<file path="config.mk">
export PLATFORM = sky130hd
export DESIGN_NAME = rsa_stream_wrapper_flat
export DESIGN_NICKNAME = d
export VERILOG_FILES = /design/src/rtl/rsa_stream_wrapper_if.sv /design/src/rtl/rsa_stream_wrapper.sv /design/src/flat_wrapper.sv
export SDC_FILE = /design/constraint.sdc
export NUM_CORES = 2
export LEC_CHECK = 0
export ABC_AREA = 0
export ABC_CLOCK_PERIOD_IN_PS = 47100
export BUFFER_PORTS_ARGS = -buffer_cell sky130_fd_sc_hd__buf_2
export CAP_MARGIN = 20
export CORE_AREA = 4 4 410 412
export CTS_CLUSTER_DIAMETER = 150
export DETAILED_ROUTE_END_ITERATION = 8
export DIE_AREA = 0 0 414 416
export GPL_TIMING_DRIVEN = 0
export HOLD_SLACK_MARGIN = 0.02
export PLACE_DENSITY = 0.46
export SLEW_MARGIN = 20
export SYNTH_ARGS = -nofsm -noshare
export SYNTH_HDL_FRONTEND = slang
export SYNTH_SLANG_ARGS = --single-unit
</file>
<file path="constraint.sdc">
create_clock -name i_clk -period 47.1 [get_ports i_clk]
set_clock_uncertainty 0.2 [all_clocks]
set_input_delay 7.065 -clock i_clk [delete_from_list [all_inputs] [get_ports i_clk]]
set_output_delay 7.065 -clock i_clk [all_outputs]
set_load 0.005 [all_outputs]
</file>
<file path="src/rtl/rsa_stream_wrapper_if.sv">
// Byte-stream channels of rsa_stream_wrapper: inbound operand bytes and outbound plaintext bytes.
// Signal names carry the wrapper's point of view (i_ = into the wrapper, o_ = out of it).
interface rsa_stream_wrapper_if;
  logic [7:0] i_in_data;
  logic       i_in_valid;
  logic       o_in_ready;
  logic [7:0] o_out_data;
  logic       o_out_valid;
  logic       i_out_ready;

  modport slave (
    input  i_in_data, i_in_valid, i_out_ready,
    output o_in_ready, o_out_data, o_out_valid
  );

  modport master (
    output i_in_data, i_in_valid, i_out_ready,
    input  o_in_ready, o_out_data, o_out_valid
  );
endinterface

</file>
<file path="src/rtl/rsa_stream_wrapper.sv">
// Byte-stream front end for the RSA decryption core: loads N, d, then ciphertext blocks, returns plaintext bytes.
// Option RSA_FULL_OUTPUT_EN: send all result bytes; default drops the (always zero) top byte.
module rsa_stream_wrapper #(
  parameter int W_BYTES = 32
) (
  input  logic                 i_clk,
  input  logic                 i_rst,
  rsa_stream_wrapper_if.slave  s,
  output logic                 o_core_start,
  output logic [8*W_BYTES-1:0] o_core_n,
  output logic [8*W_BYTES-1:0] o_core_d,
  output logic [8*W_BYTES-1:0] o_core_a,
  input  logic [8*W_BYTES-1:0] i_core_a_pow_d,
  input  logic                 i_core_finished
);
  localparam int W = 8 * W_BYTES;
  localparam logic [5:0] CNT_LAST = 6'(W_BYTES - 1);
`ifdef RSA_FULL_OUTPUT_EN
  localparam logic [5:0] CNT_FIRST = 6'd0;
  localparam int         OUT_SHIFT = 0;
`else
  // Starting one count in leaves one fewer handshake; the top result byte is shifted out at capture.
  localparam logic [5:0] CNT_FIRST = 6'd1;
  localparam int         OUT_SHIFT = 8;
`endif

  typedef enum logic [2:0] {
    S_GET_N,
    S_GET_D,
    S_GET_A,
    S_START,
    S_WAIT,
    S_SEND
  } state_t;

  state_t       r_state, w_state_nxt;
  logic [5:0]   r_cnt, w_cnt_nxt;
  logic [W-1:0] r_n, r_d, r_a, r_out;
  logic         w_in_fire, w_out_fire, w_capture, w_cnt_last;

  assign w_cnt_last   = (r_cnt == CNT_LAST);
  assign o_core_n     = r_n;
  assign o_core_d     = r_d;
  assign o_core_a     = r_a;
  assign s.o_out_data = r_out[W-1 -: 8];

  always_ff @(posedge i_clk or posedge i_rst) begin
    if (i_rst) begin
      r_state <= S_GET_N;
      r_cnt   <= 6'd0;
    end else begin
      r_state <= w_state_nxt;
      r_cnt   <= w_cnt_nxt;
    end
  end

  always_comb begin
    w_state_nxt   = r_state;
    w_cnt_nxt     = r_cnt;
    s.o_in_ready  = 1'b0;
    s.o_out_valid = 1'b0;
    o_core_start  = 1'b0;
    w_in_fire     = 1'b0;
    w_out_fire    = 1'b0;
    w_capture     = 1'b0;
    case (r_state)
      S_GET_N, S_GET_D, S_GET_A: begin
        s.o_in_ready = 1'b1;
        w_in_fire    = s.i_in_valid;
        if (w_in_fire) begin
          if (w_cnt_last) begin
            w_cnt_nxt = 6'd0;
            if (r_state == S_GET_N)      w_state_nxt = S_GET_D;
            else if (r_state == S_GET_D) w_state_nxt = S_GET_A;
            else                         w_state_nxt = S_START;
          end else begin
            w_cnt_nxt = r_cnt + 6'd1;
          end
        end
      end
      S_START: begin
        o_core_start = 1'b1;
        w_state_nxt  = S_WAIT;
      end
      S_WAIT: begin
        if (i_core_finished) begin
          w_capture   = 1'b1;
          w_cnt_nxt   = CNT_FIRST;
          w_state_nxt = S_SEND;
        end
      end
      S_SEND: begin
        s.o_out_valid = 1'b1;
        w_out_fire    = s.i_out_ready;
        if (w_out_fire) begin
          if (w_cnt_last) begin
            w_cnt_nxt   = 6'd0;
            w_state_nxt = S_GET_A;
          end else begin
            w_cnt_nxt = r_cnt + 6'd1;
          end
        end
      end
      default: w_state_nxt = S_GET_N;
    endcase
  end

  // Operand shift-in and result shift-out registers; all cleared by reset so an abort leaves nothing behind.
  always_ff @(posedge i_clk or posedge i_rst) begin
    if (i_rst) begin
      r_n   <= '0;
      r_d   <= '0;
      r_a   <= '0;
      r_out <= '0;
    end else begin
      if (w_in_fire) begin
        case (r_state)
          S_GET_N: r_n <= {r_n[W-9:0], s.i_in_data};
          S_GET_D: r_d <= {r_d[W-9:0], s.i_in_data};
          S_GET_A: r_a <= {r_a[W-9:0], s.i_in_data};
          default: ;
        endcase
      end
      if (w_capture)
        r_out <= i_core_a_pow_d << OUT_SHIFT;
      else if (w_out_fire)
        r_out <= {r_out[W-9:0], 8'h00};
    end
  end
endmodule

</file>
<file path="src/flat_wrapper.sv">
// flat-port wrapper written by rule: the top's interface ports become plain ports
module rsa_stream_wrapper_flat 
#(
  parameter int W_BYTES = 32
)
  (i_clk, i_rst, o_core_start, o_core_n, o_core_d, o_core_a, i_core_a_pow_d, i_core_finished, s_i_in_data, s_i_in_valid, s_i_out_ready, s_o_in_ready, s_o_out_data, s_o_out_valid);
  rsa_stream_wrapper_if s_i ();
  input  logic i_clk;
  input  logic i_rst;
  output logic o_core_start;
  output logic [8*W_BYTES-1:0] o_core_n;
  output logic [8*W_BYTES-1:0] o_core_d;
  output logic [8*W_BYTES-1:0] o_core_a;
  input  logic [8*W_BYTES-1:0] i_core_a_pow_d;
  input  logic i_core_finished;
  input wire logic [$bits(s_i.i_in_data)-1:0] s_i_in_data;
  input wire logic [$bits(s_i.i_in_valid)-1:0] s_i_in_valid;
  input wire logic [$bits(s_i.i_out_ready)-1:0] s_i_out_ready;
  output wire logic [$bits(s_i.o_in_ready)-1:0] s_o_in_ready;
  output wire logic [$bits(s_i.o_out_data)-1:0] s_o_out_data;
  output wire logic [$bits(s_i.o_out_valid)-1:0] s_o_out_valid;
  assign s_i.i_in_data = s_i_in_data;
  assign s_i.i_in_valid = s_i_in_valid;
  assign s_i.i_out_ready = s_i_out_ready;
  assign s_o_in_ready = s_i.o_in_ready;
  assign s_o_out_data = s_i.o_out_data;
  assign s_o_out_valid = s_i.o_out_valid;
  rsa_stream_wrapper #(.W_BYTES(W_BYTES)) u_core (.i_clk(i_clk), .i_rst(i_rst), .s(s_i), .o_core_start(o_core_start), .o_core_n(o_core_n), .o_core_d(o_core_d), .o_core_a(o_core_a), .i_core_a_pow_d(i_core_a_pow_d), .i_core_finished(i_core_finished));
endmodule
</file>
==> flow_metrics.py <==
metrics = {
    "global_routing": {
        "grt_max_degree": 98,
        "antenna_found_initial": 62,
        "grt_pass1_vias": 28191,
        "grt_pass1_wl_mm": 215,
        "grtUsageTotal": 0.170,
        "gr-total-overflow": 0,
    },
    "clocking": {
        "root_buffer": "clkbuf_16",
        "path_clk_slew_ns": 0.06,
        "ctsHoldBuffers": 0,
        "cts_setup_buffers": 0,
        "htree_num_levels": 3,
        "cts_tree": "done",
        "clk_latency_ns": 0.73,
        "cts_max_path_buffers": 3,
        "clkSinkCount": 1025,
        "cts_resized": 0,
        "cts_buffers": 120,
    },
    "synthesis": {
        "synthXorXnorAreaFrac": 0,
        "yosys.area_share.simple": 0.0281,
        "synth.distinct_cells": 39,
        "synth_cells": 2761,
        "ys_ff_latch": 1025,
        "synth_compound_area_frac": 0.0344,
        "ys_warn_count": 0,
        "ys_seq_area_frac": 0.637,
        "synthAdderAreaFrac": 0.000311,
        "synth_area_per_cell_um2": 14.6,
        "syn_area_um2": 40300,
        "synthMuxAreaShare": 0.275,
        "syn-num-nets": 3031,
        "synth_top_family_by_area": "multiplexers",
    },
    "detailed_routing": {
        "vias_per_cell": 4.36,
        "drtIter0Drc": 1457,
        "drt_wl_total_mm": 151,
        "routedWlPerCell_um": 24.2,
        "final_antenna_net_count": 0,
        "first_pass_iters": 6,
        "drc": 0,
        "vias": 27157,
    },
    "final_layout": {
        "layout.cells.non_filler": 6235,
        "drive_above_1_share": 0.518,
        "fin_util": 0.319,
        "layout.nets": 4204,
        "synthToLayoutAreaGrowth_pct": 30.5,
        "filler_cell_count": 16948,
    },
    "setup_path": {
        "regToRegSetupSlack_ns": 44.20,
        "worstSetupEndpoint": "u_core.o_core_d[145]",
        "crit_type": "primary input to asynchronous set/reset pin",
        "crit_path_start": "i_rst",
        "startpoint_type": "primary input",
        "critPathArrivalTime_ns": 10.30,
        "path_max_fanout": 97,
        "ff2ff_path_depth": 5,
        "worst_setup_path_end_kind": "asynchronous set/reset pin",
        "r2r-end": "u_core.o_core_a[4]",
        "required_ns": 47.76,
        "r2r_start": "u_core.r_state[2]",
    },
    "sta": {
        "fin_crit_sh": 0.205,
        "rsz0062_at_grt": "false",
        "fin_crit_ns": 9.64,
        "tightest_slew_ns": 0.786,
        "maxSlewViolCount": 0,
        "hold_viol": 0,
        "slew_headroom": 0.474,
        "finalSetupViolations": 0,
        "fmax_mhz": 104,
        "fin_setup_tns_ns": 0,
    },
    "placed_design": {
        "place_hpwl_mm": 119,
        "io_buffers": 1039,
        "gp_congestion": 0.840,
        "dp_cells": 6001,
    },
    "job": {
        "maxCapViolations": 0,
    },
    "min_path": {
        "hp-class": "register to register",
    },
    "pwr": {
        "cellPowerDensity_nw_per_um2": 53.9,
        "leakage_nw": 26.9,
        "vdd_drop_max_uv": 29.8,
    },
    "floorplanning": {
        "die_x_um": 414,
        "core_um2": 164000,
        "initial_core_util": 0.245,
        "die_area_um2": 172000,
        "rows": 149,
        "die_h_um": 416,
        "io_pins": 1048,
    },
    "run_status": {
        "outcome": "complete, no violations",
    },
}
## flip-flops by register name, indices dropped and copies added, names as in the netlist
register         flops
u_core.r_cnt         6
u_core.o_core_d    256
u_core.r_state       3
u_core.r_out       248
u_core.o_core_a    256
u_core.o_core_n    256
## cell usage after synthesis
library cell / n / area, um^2
a211oi_1: 2 / 15.0
a21oi_1: 3 / 15.0
a22o_1: 8 / 70.1
a31o_2: 1 / 8.76
a31oi_1: 2 / 12.5
and3_1: 2 / 12.5
and4b_1: 1 / 10.0
and4bb_1: 1 / 12.5
buf_2: 114 / 571
buf_4: 47 / 353
buf_6: 1 / 11.3
clkbuf_1: 17 / 63.8
dfrtp_1: 1025 / 25600
ha_1: 1 / 12.5
inv_1: 4 / 15.0
mux2_1: 86 / 968
mux2_2: 683 / 7690
mux2i_1: 240 / 2400
nand2_1: 247 / 927
nand2b_1: 3 / 18.8
nand3_1: 5 / 25.0
nand4_1: 1 / 6.26
nor2_1: 5 / 18.8
nor2_4: 1 / 11.3
nor2b_1: 1 / 6.26
nor3_2: 1 / 10.0
nor3b_1: 3 / 22.5
nor4_1: 1 / 6.26
nor4b_1: 1 / 8.76
nor4bb_1: 1 / 10.0
o21ai_0: 64 / 320
o21ai_1: 181 / 906
o22ai_1: 1 / 6.26
o31ai_1: 1 / 7.51
o32ai_1: 1 / 8.76
o41ai_2: 1 / 16.3
or2_1: 1 / 6.26
or3_1: 2 / 12.5
or4_1: 1 / 7.51
## cells by family after synthesis
| family | count (synthesis) |
|---|---|
| flip-flops | 1025 |
| multiplexers | 1009 |
| AND/OR/NAND/NOR | 278 |
| AO/OA/AOI/OAI | 265 |
| buffers and inverters | 183 |
| adder cells (fa/ha/maj) | 1 |
## worst min-delay path by stage
stage                           start           endpoint  slack, ns  depth (start not counted)
floorplan           u_core.r_out[198]  u_core.r_out[198]       0.25                          2
global placement    u_core.r_out[213]  u_core.r_out[213]       0.26                          2
detailed placement  u_core.r_out[233]  u_core.r_out[233]       0.27                          2
CTS                 u_core.r_out[233]  u_core.r_out[233]       0.28                          2
global route        u_core.r_out[252]  u_core.r_out[252]       0.30                          2
finish              u_core.r_out[220]  u_core.r_out[220]       0.28                          2
## power by group
part	internal (mW)	total, mW	switching, mW
clock	0.547	0.929	0.382
combinational	0.316	0.708	0.392
sequential	1.07	1.20	0.130
total	1.93	2.83	0.903
## layer usage
metal  GRT usage  share of wire
met1       0.194           0.38
met2       0.309           0.53
met3      0.0498          0.063
met4      0.0472          0.025
met5           0        0.00074
## per-stage QoR
step	total power [mW]	setup slack (ns)	hold WS, ns	area [um^2]
after floorplan	1.58	10.99	0.249	40300
after detailed placement	1.94	36.51	0.270	48500
after global routing	2.99	36.98	0.297	52500
after CTS	2.89	37.34	0.283	52500
final	2.83	37.46	0.276	52500
after global placement	1.94	-3.04	0.262	48200
## placed cells by master, fill, tap and decap left out, drive strengths merged, types with 2 or more instances in the layout
cell type  instances
a211oi             2
a21oi              3
a22o               8
a31oi              2
and3               2
buf             1213
bufinv             5
clkbuf           201
clkinv            23
clkinvlp           3
dfrtp           1025
diode             16
inv                7
mux2             769
mux2i            240
nand2            247
nand2b             3
nand3              5
nor2               6
nor3b              3
o21ai            245
or3                2
## worst max-delay path, cell delays in order
cell and delay (ns):
buf_2 0.13, inv_8 0.34, buf_16 0.40, buf_16 0.44, buf_16 0.42, buf_16 0.40, buf_16 0.37, buf_16 0.40
## final cells by class
type | count | area (um^2) | share of cell area
Clock buffer | 184 | 3580 | 0.0681
Inverter | 4 | 22.5 | 0.000429
Timing Repair Buffer | 1051 | 5530 | 0.105
Buffer | 179 | 998 | 0.0190
Antenna cell | 16 | 40.0 | 0.000762
Sequential cell | 1025 | 25600 | 0.488
Tap cell | 2189 | 2740 | 0.0522
Multi-Input combinational cell | 1553 | 13600 | 0.259
Clock inverter | 34 | 365 | 0.00696
(Power assumes the default switching activity.)
